`src/rtl/demux_pkg.sv`:
```
// Shared constants, slot state encoding and select-decode helpers for the 1-to-9 buffered demux.
// The optional DEMUX_SEL_ERR_EN behaviour uses sel_in_range() to tell legal selects from illegal ones.
package demux_pkg;

    localparam int NUM_OUT    = 9;
    localparam int SEL_W      = 4;
    localparam int DEFAULT_CH = 8;

    typedef enum logic {
        SLOT_EMPTY = 1'b0,
        SLOT_FULL  = 1'b1
    } slot_state_t;

    function automatic logic sel_in_range(input logic [SEL_W-1:0] sel);
        return sel <= SEL_W'(DEFAULT_CH);
    endfunction

    // Out-of-range selects fold onto the default channel.
    function automatic logic [SEL_W-1:0] route_sel(input logic [SEL_W-1:0] sel);
        return sel_in_range(sel) ? sel : SEL_W'(DEFAULT_CH);
    endfunction

endpackage

```
`src/rtl/demux_slot.sv`:
```
// One-entry output slot: data register plus FULL flag, loaded by the demux and drained by its consumer.
// The data register keeps its last word after draining and clears only on reset.
module demux_slot
    import demux_pkg::*;
#(
    parameter int DATA_WIDTH = 32
) (
    input  logic                  clk_i,
    input  logic                  rst_n_i,
    input  logic                  load_i,
    input  logic [DATA_WIDTH-1:0] data_i,
    input  logic                  ready_i,
    output logic                  valid_o,
    output logic [DATA_WIDTH-1:0] data_o
);

    slot_state_t           state_q, state_d;
    logic [DATA_WIDTH-1:0] data_q, data_d;

    // A load wins over a drain: a simultaneous drain and load keeps the slot FULL with the new word.
    always_comb begin
        state_d = state_q;
        data_d  = data_q;
        if (load_i) begin
            state_d = SLOT_FULL;
            data_d  = data_i;
        end else if ((state_q == SLOT_FULL) && ready_i) begin
            state_d = SLOT_EMPTY;
        end
    end

    always_ff @(posedge clk_i) begin
        if (!rst_n_i) begin
            state_q <= SLOT_EMPTY;
            data_q  <= '0;
        end else begin
            state_q <= state_d;
            data_q  <= data_d;
        end
    end

    assign valid_o = (state_q == SLOT_FULL);
    assign data_o  = data_q;

endmodule

```
`src/rtl/demux1x9_buf.sv`:
```
// 1-to-9 demultiplexer with a one-entry buffer per output channel and valid/ready handshakes.
// Define DEMUX_SEL_ERR_EN to discard out-of-range selects and raise the sticky sel_err flag;
// otherwise selects 9..15 route to channel 8.
module demux1x9_buf
    import demux_pkg::*;
#(
    parameter int DATA_WIDTH = 32,
    parameter int NUM_OUT    = 9
) (
    input  logic                          CLK,
    input  logic                          RESET_N,
    input  logic [DATA_WIDTH-1:0]         in_data,
    input  logic [SEL_W-1:0]              in_sel,
    input  logic                          in_valid,
    output logic                          in_ready,
    output logic [NUM_OUT*DATA_WIDTH-1:0] out_data,
    output logic [NUM_OUT-1:0]            out_valid,
    input  logic [NUM_OUT-1:0]            out_ready,
`ifdef DEMUX_SEL_ERR_EN
    output logic                          sel_err,
`endif
    output logic                          busy
);

    logic [SEL_W-1:0]   ch;
    logic [NUM_OUT-1:0] load;
    logic [NUM_OUT-1:0] slot_valid;
    logic               in_fire;
    logic               route_ok;

    assign ch      = route_sel(in_sel);
    assign in_fire = in_valid && in_ready;

`ifdef DEMUX_SEL_ERR_EN
    logic sel_ok;
    logic sel_err_q, sel_err_d;

    assign sel_ok   = sel_in_range(in_sel);
    assign route_ok = sel_ok;
`else
    assign route_ok = 1'b1;
`endif

    // Ready looks only at the addressed slot, so other channels never stall the input.
    always_comb begin
        in_ready = 1'b0;
        if (RESET_N) begin
            in_ready = !slot_valid[ch] || out_ready[ch];
`ifdef DEMUX_SEL_ERR_EN
            if (!sel_ok) begin
                in_ready = 1'b1;
            end
`endif
        end
    end

    always_comb begin
        load = '0;
        if (in_fire && route_ok) begin
            load[ch] = 1'b1;
        end
    end

`ifdef DEMUX_SEL_ERR_EN
    assign sel_err_d = sel_err_q || (in_fire && !sel_ok);

    always_ff @(posedge CLK) begin
        if (!RESET_N) begin
            sel_err_q <= 1'b0;
        end else begin
            sel_err_q <= sel_err_d;
        end
    end

    assign sel_err = sel_err_q;
`endif

    for (genvar k = 0; k < NUM_OUT; k++) begin : g_slot
        demux_slot #(
            .DATA_WIDTH(DATA_WIDTH)
        ) u_slot (
            .clk_i  (CLK),
            .rst_n_i(RESET_N),
            .load_i (load[k]),
            .data_i (in_data),
            .ready_i(out_ready[k]),
            .valid_o(slot_valid[k]),
            .data_o (out_data[k*DATA_WIDTH +: DATA_WIDTH])
        );
    end

    assign out_valid = slot_valid;
    assign busy      = |slot_valid;

endmodule

```
`config.mk`:
```
export PLATFORM = sky130hd
export DESIGN_NAME = demux1x9_buf
export DESIGN_NICKNAME = d
export VERILOG_FILES = /design/src/rtl/demux_pkg.sv /design/src/rtl/demux_slot.sv /design/src/rtl/demux1x9_buf.sv
export SDC_FILE = /design/constraint.sdc
export NUM_CORES = 1
export LEC_CHECK = 0
export BUFFER_PORTS_ARGS = -buffer_cell sky130_fd_sc_hd__buf_2
export CORE_ASPECT_RATIO = 1.1
export CORE_MARGIN = 2
export CORE_UTILIZATION = 41
export CTS_CLUSTER_DIAMETER = 80
export DETAILED_ROUTE_END_ITERATION = 8
export GPL_TIMING_DRIVEN = 1
export PLACE_DENSITY = 0.72
export SLEW_MARGIN = 10
export SYNTH_ARGS = -nofsm -noshare
export SYNTH_HDL_FRONTEND = slang
export SYNTH_HIERARCHICAL = 1
export SYNTH_SLANG_ARGS = --single-unit
```
`constraint.sdc`:
```
create_clock -name CLK -period 4.1 [get_ports CLK]
set_input_delay 0.82 -clock CLK [delete_from_list [all_inputs] [get_ports CLK]]
set_output_delay 0.82 -clock CLK [all_outputs]
set_load 0.01 [all_outputs]
```
After elaboration in Yosys (flattened, before gate mapping)
Index checks and enable logic that the tools add are counted.

word-level totals
  register bits = 297
  ROM bits = 0
  memories kept = 0
  output and inout bits = 299
  bits in latches = 0
  word-level logic and storage cells = 71
  RAM bits = 0

operators by class
  $lt $le $gt $ge = 3
  equal/unequal tests = 0
  bitwise logic cells = 0
  multipliers = 0
  $add $sub $neg = 0
  shift-type cells = 0
  reduce and logical (&&, ||, !) cells = 23
  div/mod/pow operators = 0
  multiplexer cells = 27

operator list
  operator                                                                              count
  1-bit two-way mux                                                                     22
  2-bit nonzero test                                                                    9
  1-bit logical AND                                                                     11
  9-bit two-way mux                                                                     1
  9-bit OR reduction                                                                    1
  1-bit binary-select mux with 4-bit select                                             2
  4-bit by 5-bit less-than comparator with 1-bit output (second input constant)         1
  1-bit demux with 4-bit select                                                         1
  4-bit by 1-bit greater-or-equal comparator with 1-bit output (second input constant)  1
  4-bit less-or-equal comparator (second input constant)                                1
  4-bit two-way mux                                                                     1
  1-bit zero test                                                                       1
  1-bit logical OR                                                                      1

Logic depth before layout (Yosys ltp)
Gate-level depths: netlist of run 1.

  depth in word-level cells = 10
  depth in mapped cells = 10
  mapped depth without buffers = 6

Cells and area by module
The synthesis of run 1 kept the hierarchy.

by module, submodules not included
  module        seq. area each (um^2)  cells an instance  times used  area each (um^2)
  demux_slot    660.6                  106                9           1,277.5
  demux1x9_buf  0.0                    47                 1           342.8

Worst setup path after synthesis of run 1
No wires, ideal clock.

  kind = input port to output port
  from = input port in_sel[3]
  to = output port in_ready
  arrival time = 2.018 ns
  slack = 1.262 ns
  cell stages on the path = 6
  data required time = 3.280 ns
  cell sequence = buf_4 -> nor2b_4 -> a221o_1 -> a221o_1 -> buf_6 -> a21boi_0

on the way
  word-level cells in the longest chain between the ends = 7
  elaborated cells on any way between the ends = 9
  those cells by class = order compare (1); mux (6); reduce/logical (2)

RTL lines
  item                                       line                RTL
  from (decl)                                demux1x9_buf.sv:13  input logic [SEL_W-1:0] in_sel,
  4-bit less-or-equal comparator             demux_pkg.sv:15     return sel <= SEL_W'(DEFAULT_CH);
  4-bit two-way mux (*)                      demux_pkg.sv:20     return sel_in_range(sel) ? sel : SEL_W'(DEFAULT_CH);
  1-bit binary-select mux with 4-bit select  demux1x9_buf.sv:48  in_ready = !slot_valid[ch] || out_ready[ch];
  1-bit two-way mux (not written as such)    demux1x9_buf.sv:48
  1-bit zero test                            demux1x9_buf.sv:48
  1-bit logical OR (*)                       demux1x9_buf.sv:48
  1-bit two-way mux (*)                      demux1x9_buf.sv:47  if (RESET_N) begin
  to (decl)                                  demux1x9_buf.sv:15  output logic in_ready,

Every way passes the cells marked *; elsewhere a longest branch is shown, timed or not. The select of a mux whose other input is x is not followed.

Final worst setup path of run 1
Ends and elaborated chain as after synthesis.

==> results of run 1 <==
[Yosys cell counts, drive strengths merged]
master	n
a211oi	6
or3	3
nor2b	298
o22ai	2
nand2	1
a221o	3
dfxtp	297
buf	39
nand3	3
a21oi	4
nor2	2
or3b	2
nor3	3
clkbuf	27
nor4	1
a21boi	3
and2	1
mux2i	294
nand3b	1
nand2b	1
o21a	9
inv	1
[registers in the layout, indices dropped and copies added (netlist names)]
name,cells
g_slot.u_slot/data_o,288
g_slot.u_slot/valid_o,9
[worst max path at each step]
stage,cells after the start,slack [ps],to,from
floorplan,6,1260,in_ready,in_sel[3]
global placement,6,490,in_ready,in_sel[3]
detailed placement,6,480,in_ready,in_sel[3]
CTS,6,480,in_ready,in_sel[3]
global route,6,370,in_ready,in_sel[3]
finish,6,440,in_ready,in_sel[3]
[routing by layer]
layer | vias to the layer above | track usage [%] | part of all wire (%)
li1 | 3997 | - | -
met1 | 3854 | 24.9 | 43
met2 | 277 | 34.1 | 47
met3 | 67 | 5.16 | 7.0
met4 | 0 | 7.27 | 3.4
met5 | - | 0 | 0
[cell families after synthesis]
logic type | after synthesis
simple gates | 316
buf+inv | 67
mux | 294
compound gates | 27
flops | 297
[power by group through the flow]
| stage | clock (mW) | combinational, mW | sequential [mW] |
|---|---|---|---|
| CTS | 3.00 | 0.339 | 2.93 |
| global route | 3.11 | 0.360 | 2.93 |
| finish | 2.93 | 0.336 | 2.93 |
| global placement | 0 | 0.336 | 2.99 |
| floorplan | 0 | 0.169 | 3.01 |
| detailed placement | 0 | 0.339 | 2.99 |
[layout make-up]
type / instances / area share, %
clock buffers: 45 / 6.30
multi-input cells: 637 / 35.8
well taps: 368 / 3.16
inverters: 1 / 0.0257
repair buffers: 360 / 12.8
clock inverters: 10 / 1.11
flip-flops and latches: 297 / 40.8
[per-stage QoR]
stage                     setup slack, ps  hold slack, ps  util (%)  power [mW]  cells
final                                 441             505      51.1        6.19   1718
after global routing                  371             529      51.1        6.40   1718
after CTS                             481             513      51.1        6.27   1718
after detailed placement              483             494      47.3        3.33   1663
after global placement                485             490      47.3        3.33   1663
after floorplan                      1260             538         -        3.18   1001
[worst max-delay path, stage by stage]
cell and delay [ps]:
buf_2 160, or3b_2 540, o22ai_1 150, a221o_1 710, a21boi_0 240, buf_2 210
==> results.py, run 1 <==
metrics = {
    "logic_synthesis": {
        "muxShareOfSynthArea_pct": 24.9,
        "yosys.area.top_type": "dfxtp_1",
        "synth_top_family_by_area": "multiplexers",
        "synth-compound-area-share_pct": 1.71,
        "postSynthCellCount": 1001,
        "synth-xor-area-share_pct": 0,
        "yosys_warnings": 6,
        "synth_fa_ha_area_share_pct": 0,
        "syn_nets": 1049,
        "ys_ff_latch": 297,
        "ys_types": 27,
        "synth.cell_area_um2": 11800,
        "netlist_top_cells_area": "dfxtp_1 (50%), mux2i_1 (25%), nor2b_1 (16%)",
        "synth-simple-area-share_pct": 16.7,
        "synth_area_per_cell_um2": 11.8,
        "synth-seq-area-share_pct": 50.2,
        "synth.top_cell.area_share_pct": 50.2,
    },
    "sta": {
        "slew_headroom_pct": 20.0,
        "final_max_slew_viol_count": 0,
        "worst_pin_slew_ps": 1200,
        "fmaxAchievable_mhz": 273,
        "period_minus_slack_ps": 3660,
        "finalHoldViolCount": 0,
        "post-route-period-util_pct": 89.2,
        "setup_violations": 0,
        "final.setup_skew_ps": 18.6,
        "tns_ps": 0,
        "rsz0062_at_grt": "no",
    },
    "pwr": {
        "power.leakage_nw": 5.74,
        "p_seq_share_pct": 47.3,
        "clockPowerShare_pct": 47.2,
        "p_sw_share_pct": 21.7,
        "p_switching_mw": 1.35,
        "power_frac_comb_pct": 5.4,
        "p_per_area_nw_per_um2": 425,
        "internal_power_mw": 4.85,
        "peakVddDrop_v": 0.000298,
    },
    "drt": {
        "drtIter0Drc": 468,
        "dr.pass1.iters": 4,
        "wl_per_cell_um": 18.6,
        "ant_nets": 0,
        "remaining_drc_errors": 0,
        "drt-total-wl_um": 31900,
        "vias": 8195,
        "via_per_inst": 4.77,
    },
    "clock_tree": {
        "cts-resized-gates": 0,
        "htree_levels": 1,
        "cts_tree": "yes",
        "clk_latency_ps": 550,
        "cts_buffers": 31,
        "cts_sinks": 297,
        "clock_path_buffers": 3,
        "cts_hold_buffers": 0,
        "clk_pin_slew_ps": 60,
        "clockRootBuffer": "clkbuf_16",
        "post_cts_buffers": 0,
    },
    "critical_path": {
        "critical_path_peak_fanout": 10,
        "cp-start-kind": "primary input",
        "cp-end-kind": "output pin",
        "timing.rr.start": "g_slot[4].u_slot/valid_o",
        "crit_arrival_ps": 2840,
        "rrSetupSlack_ps": 1400,
        "required_ps": 3280,
        "reg2regPathDepth": 6,
        "crit_type": "primary input to output pin",
        "r2r-end": "g_slot[1].u_slot/data_o[0]",
    },
    "die": {
        "core_um2": 28500,
        "dieArea_um2": 30300,
        "start_util_pct": 41.5,
        "num_rows": 65,
        "die_y_um": 182,
        "io_pins": 347,
        "fp.dieW_um": 166,
    },
    "layout": {
        "syn2layout_area_growth_pct": 23.2,
        "drive_above_1_share_pct": 31.3,
        "diodes": 0,
        "final_net_count": 1376,
        "final_cell_mix": "buf_2 (345), nor2b_1 (297), dfxtp_1 (297)",
        "seq_area_um2": 5950,
        "fin_area_um2": 14600,
        "final_common_cell": "buf_2",
        "fill_cells": 2542,
        "multi_input_area_um2": 5230,
    },
    "place": {
        "dpl_cell_area_um2": 13500,
        "port_buffers": 346,
        "place.gp.congestion": 0.877,
        "hpwl_um": 21400,
    },
    "run": {
        "drv_cap": 0,
    },
    "global_route": {
        "grt_max_degree": 282,
        "antenna_found_initial": 0,
        "grt.overflow.total": 0,
        "grt_util_all_layers_pct": 20.2,
        "grt_pass1_wl_um": 48400,
        "grt_pass1_vias": 8026,
    },
    "worst_hold_path": {
        "hold_path.class": "flop to flop",
        "hold_start": "g_slot[5].u_slot/data_o[0]",
        "whs_endpoint": "g_slot[5].u_slot/data_o[0]",
        "hold_depth": 2,
    },
    "run_status": {
        "status": "completed",
    },
}
Note: power is estimated with default switching activity, not from simulation.
==> run 2: changes to the inputs <==
Settings changed: CORE_ASPECT_RATIO 1.1 to unset.
==> run 2 against run 1 <==
  * Register-to-register slack better by 230 ps
  * Clock-buffer cell count up 2
  * First-iteration DRC count down 32%
  * Flip-flop and latch count unchanged
  * Global-route usage about the same
  * Largest cell class unchanged
  * Highest routed layer is now met5
==> results.py, run 2 (synthesis results as in run 1) <==
metrics = {
    "drt": {
        "vias": 8177,
        "dr.pass1.iters": 4,
        "drt-total-wl_um": 31700,
        "remaining_drc_errors": 0,
        "via_per_inst": 4.70,
        "ant_nets": 0,
        "drtIter0Drc": 320,
        "wl_per_cell_um": 18.2,
    },
    "sta": {
        "finalHoldViolCount": 0,
        "slew_headroom_pct": 46.5,
        "final.setup_skew_ps": 13.1,
        "period_minus_slack_ps": 3180,
        "setup_violations": 0,
        "post-route-period-util_pct": 77.5,
        "tns_ps": 0,
        "worst_hold_slack_ps": 506,
        "rsz0062_at_grt": "no",
        "final_max_slew_viol_count": 0,
        "worst_pin_slew_ps": 803,
        "setup_slack_ps": 923,
        "fmaxAchievable_mhz": 315,
    },
    "global_route": {
        "antenna_found_initial": 5,
        "grt_pass1_vias": 8007,
        "grt.overflow.total": 0,
        "grt_util_all_layers_pct": 20.2,
        "grt_max_degree": 115,
        "grt_pass1_wl_um": 48200,
    },
    "clock_tree": {
        "cts_buffers": 30,
        "cts_tree": "yes",
        "clock_path_buffers": 3,
        "cts_sinks": 297,
        "clk_pin_slew_ps": 60,
        "clockRootBuffer": "clkbuf_16",
        "cts-resized-gates": 0,
        "clk_latency_ps": 540,
        "post_cts_buffers": 0,
        "cts_hold_buffers": 0,
        "htree_levels": 1,
    },
    "place": {
        "port_buffers": 346,
        "place_ws_ps": 784,
        "hpwl_um": 21700,
        "place.gp.congestion": 0.784,
    },
    "die": {
        "start_util_pct": 41.5,
        "num_rows": 62,
        "core_um2": 28500,
        "dieArea_um2": 30300,
        "io_pins": 347,
        "die_y_um": 174,
        "fp.dieW_um": 174,
    },
    "critical_path": {
        "required_ps": 3280,
        "critPathMostFrequentCell": "buf_2",
        "path_cells": "buf_2, or3b_2, o22ai_1, a221o_1, buf_4, a21boi_0, buf_2",
        "cp-end-kind": "output pin",
        "cp_slowest_cell": "or3b_2",
        "cpPeakStageDelay_ps": 530,
        "critical_path_peak_fanout": 10,
        "critPathTopFamily": "buffers and inverters",
        "crit_buf_inv": 3,
        "cp-start-kind": "primary input",
        "crit_arrival_ps": 2360,
        "crit_type": "primary input to output pin",
    },
    "pwr": {
        "internal_power_mw": 4.69,
        "clockPowerShare_pct": 45.6,
        "p_sw_share_pct": 22.0,
        "p_seq_share_pct": 48.8,
        "p_total_mw": 6.01,
        "power_frac_comb_pct": 5.6,
        "peakVddDrop_v": 0.000306,
        "p_per_area_nw_per_um2": 412,
        "power.leakage_nw": 5.73,
        "p_switching_mw": 1.32,
    },
    "run": {
        "drv_cap": 0,
    },
    "layout": {
        "final_net_count": 1380,
        "seq_area_um2": 5950,
        "fill_cells": 2622,
        "multi_input_area_um2": 5230,
        "drive_above_1_share_pct": 31.5,
        "largest_reg_flops": 288,
        "final_util_pct": 51.0,
        "final_common_cell": "buf_2",
        "final_cell_mix": "buf_2 (345), nor2b_1 (297), dfxtp_1 (297)",
        "syn2layout_area_growth_pct": 23.1,
    },
    "worst_hold_path": {
        "hold_path.class": "flop to flop",
    },
    "run_status": {
        "status": "completed",
    },
}
==> run 2: cell count changes in the layout (fill, tap and decap cells not counted) <==
| cell | previous run | this run |
|---|---|---|
| clkinv_4 | 2 | 1 |
| clkinv_2 | 3 | 4 |
| buf_4 | 12 | 18 |
| bufinv_16 | 4 | 1 |
| buf_12 | 2 | 1 |
| clkinvlp_4 | 0 | 1 |
| diode_2 | 0 | 3 |
| clkbuf_8 | 9 | 11 |
| inv_6 | 1 | 0 |
==> run 2: per-layer routing <==
| metal | part of all wire [%] | track usage [%] | vias to the layer above | wire length [um] |
|---|---|---|---|---|
| met5 | 0.091 | 0 | - | 29 |
| met4 | 3.4 | 6.06 | 4 | 1080 |
| met3 | 7.5 | 6.36 | 64 | 2370 |
| met2 | 45 | 33.0 | 265 | 14200 |
| met1 | 44 | 25.6 | 3825 | 14100 |
| li1 | - | - | 4019 | - |
==> run 2: final timing paths <==
path                                                  from  depth (start not counted)                         end  slack [ps]
worst min-delay path            g_slot[7].u_slot/data_o[1]                          2  g_slot[7].u_slot/data_o[1]         510
worst min register to register  g_slot[7].u_slot/data_o[1]                          2  g_slot[7].u_slot/data_o[1]         510
worst max-delay path                             in_sel[3]                          7                    in_ready         920
worst max register to register    g_slot[4].u_slot/valid_o                          7  g_slot[5].u_slot/data_o[0]        1630
==> run 2: stage by stage <==
stage | instances | cell area, um^2
after global placement | 1684 | 13600
after global routing | 1738 | 14600
after detailed placement | 1684 | 13600
after floorplan | 1001 | 11800
after CTS | 1738 | 14600
final | 1741 | 14600
==> run 2: worst reg2reg max path: stages, from the launching register on <==
cell      delay, ps
dfxtp_1         340
a221o_1         350
a221o_1         320
buf_4           220
a211oi_4        230
buf_4           520
mux2i_1         310
nor2b_1          70
==> run 2: area by class of cell <==
| cell class | instances | area share [%] |
|---|---|---|
| sequential | 297 | 40.8 |
| multi-input combinational | 637 | 35.9 |
| timing repair buffer | 365 | 13.0 |
| clock buffer | 47 | 6.49 |
| tap | 384 | 3.30 |
| clock inverter | 7 | 0.455 |
| antenna | 3 | 0.0515 |
| inverter | 1 | 0.0258 |
==> run 2: power by group through the flow <==
stage          Sequential, mW  Combinational, mW  Clock [mW]
3_5_place_dp             2.99              0.341           0
4_1_cts                  2.93              0.341        2.82
2_1_floorplan            3.01              0.169           0
5_1_grt                  2.93              0.363        2.93
3_3_place_gp             2.99              0.338           0
6_report                 2.93              0.339        2.74
==> run 3: changes to the inputs <==
Settings changed: PLACE_DENSITY 0.72 to 0.74.
Clock period 4.1 ns to 2.9 ns, I/O delays scaled along.
==> run 3 against run 2 <==
  * Sequential share of layout area fell by 0.37 points
  * Clock power rose by 40%
  * Hold slack got worse by 180 ps
  * Clock skew fell by 2.1 ps
  * Register-to-register slack got worse by 1000 ps
  * Total power rose by 41%
  * Global-route usage fell by 0.13 points
  * Setup slack got worse by 680 ps
  * Critical path type is now flop to output pin
  * Cell count rose by 0.11%
==> results.py, run 3 (synthesis results as in run 1) <==
metrics = {
    "run_status": {
        "status": "completed",
    },
    "pwr": {
        "p_per_area_nw_per_um2": 576,
        "power.leakage_nw": 5.77,
        "peakVddDrop_v": 0.000444,
    },
    "critical_path": {
        "critPathMostFrequentCell": "a221o_1",
        "cp-start-kind": "flop",
        "required_ps": 2320,
        "critical_path_peak_fanout": 10,
        "timing.rr.start": "g_slot[4].u_slot/valid_o",
        "crit_arrival_ps": 2080,
        "cpPeakStageDelay_ps": 360,
        "cp-end-kind": "output pin",
        "rrSetupSlack_ps": 610,
        "crit_type": "flop to output pin",
        "r2r-end": "g_slot[5].u_slot/data_o[9]",
        "cp_slowest_cell": "a221o_1",
        "path_cells": "a221o_1, a221o_1, buf_12, a21boi_0, buf_2",
        "reg2regPathDepth": 7,
        "startpoint": "g_slot[4].u_slot/valid_o",
    },
    "worst_hold_path": {
        "hold_depth": 2,
        "whs_endpoint": "g_slot[1].u_slot/valid_o",
        "hold_start": "RESET_N",
        "hold_path.class": "primary input to flop",
    },
    "clock_tree": {
        "cts-resized-gates": 0,
        "clk_latency_ps": 550,
        "htree_levels": 1,
        "cts_tree": "yes",
        "cts_hold_buffers": 0,
        "cts_sinks": 297,
        "clk_pin_slew_ps": 60,
        "clockRootBuffer": "clkbuf_16",
        "clock_path_buffers": 3,
        "post_cts_buffers": 0,
        "cts_buffers": 31,
    },
    "sta": {
        "final_max_slew_viol_count": 0,
        "worst_pin_slew_ps": 753,
        "fmaxAchievable_mhz": 376,
        "slew_headroom_pct": 49.8,
        "final.setup_skew_ps": 11.0,
        "rsz0062_at_grt": "no",
        "setup_slack_ps": 240,
        "finalHoldViolCount": 0,
        "period_minus_slack_ps": 2660,
        "setup_violations": 0,
        "tns_ps": 0,
        "post-route-period-util_pct": 91.7,
    },
    "drt": {
        "dr.pass1.iters": 4,
        "via_per_inst": 4.77,
        "drt-total-wl_um": 32000,
        "wl_per_cell_um": 18.3,
        "drtIter0Drc": 411,
        "remaining_drc_errors": 0,
        "vias": 8308,
        "ant_nets": 0,
    },
    "global_route": {
        "grt.overflow.total": 0,
        "grt_max_degree": 206,
        "grt_pass1_wl_um": 48400,
        "grt_util_all_layers_pct": 20.1,
        "antenna_found_initial": 0,
        "grt_pass1_vias": 8293,
    },
    "die": {
        "die_y_um": 174,
        "core_um2": 28500,
        "io_pins": 347,
        "dieArea_um2": 30300,
        "fp.dieW_um": 174,
        "num_rows": 62,
        "start_util_pct": 41.5,
    },
    "run": {
        "drv_cap": 0,
    },
    "place": {
        "hpwl_um": 22000,
        "port_buffers": 346,
        "place_ws_ps": 118,
        "place.gp.congestion": 0.807,
    },
    "layout": {
        "largest_reg_flops": 288,
        "final_net_count": 1386,
        "final_cell_mix": "buf_2 (345), nor2b_1 (297), dfxtp_1 (297)",
        "final_common_cell": "buf_2",
        "syn2layout_area_growth_pct": 24.2,
        "drive_above_1_share_pct": 31.3,
        "diodes": 0,
    },
}
[run 3: worst max path at each step]
stage                                        to
finish                                 in_ready
global route                           in_ready
CTS                                    in_ready
detailed placement  g_slot[5].u_slot/data_o[17]
global placement    g_slot[5].u_slot/data_o[29]
floorplan            g_slot[7].u_slot/data_o[0]
[run 3: metrics by stage]
stage          area [um^2]  power [mW]  util [%]  instances  hold WS, ps
2_1_floorplan        11800        4.49         -       1001          538
3_3_place_gp         13700        4.72      48.1       1689          490
3_5_place_dp         13700        4.73      48.1       1689          495
4_1_cts              14700        8.57      51.5       1743          295
5_1_grt              14700        8.75      51.5       1743          302
6_report             14700        8.46      51.5       1743          326
[run 3: cell type report]
type,count,area (um^2)
Sequential cell,297,5950
Clock inverter,4,51.3
Multi-Input combinational cell,637,5230
Clock buffer,50,927
Timing Repair Buffer,370,2070
Tap cell,384,480
Fill cell,2583,13800
Inverter,1,3.75
[run 3: worst max-delay path: cells and delay by family, from the launching register on]
| family | cells | cell delay, ps |
|---|---|---|
| flops | 1 | 340 |
| buf+inv | 2 | 330 |
| compound gates | 3 | 850 |
[run 3: metal layers]
metal  global-route usage [%]  wire, um  vias to the layer above
met5                        0         0                        -
met4                     6.62       984                        0
met3                     4.81      2220                       58
met1                     25.4     14000                     3954
li1                         -         -                     4010
met2                     33.7     14800                      286
[run 3: where the power goes]
part	total, mW	switching (mW)	internal (mW)
clock network	3.83	1.58	2.25
registers	4.14	0.0218	4.12
logic	0.492	0.290	0.202
total	8.46	1.89	6.58
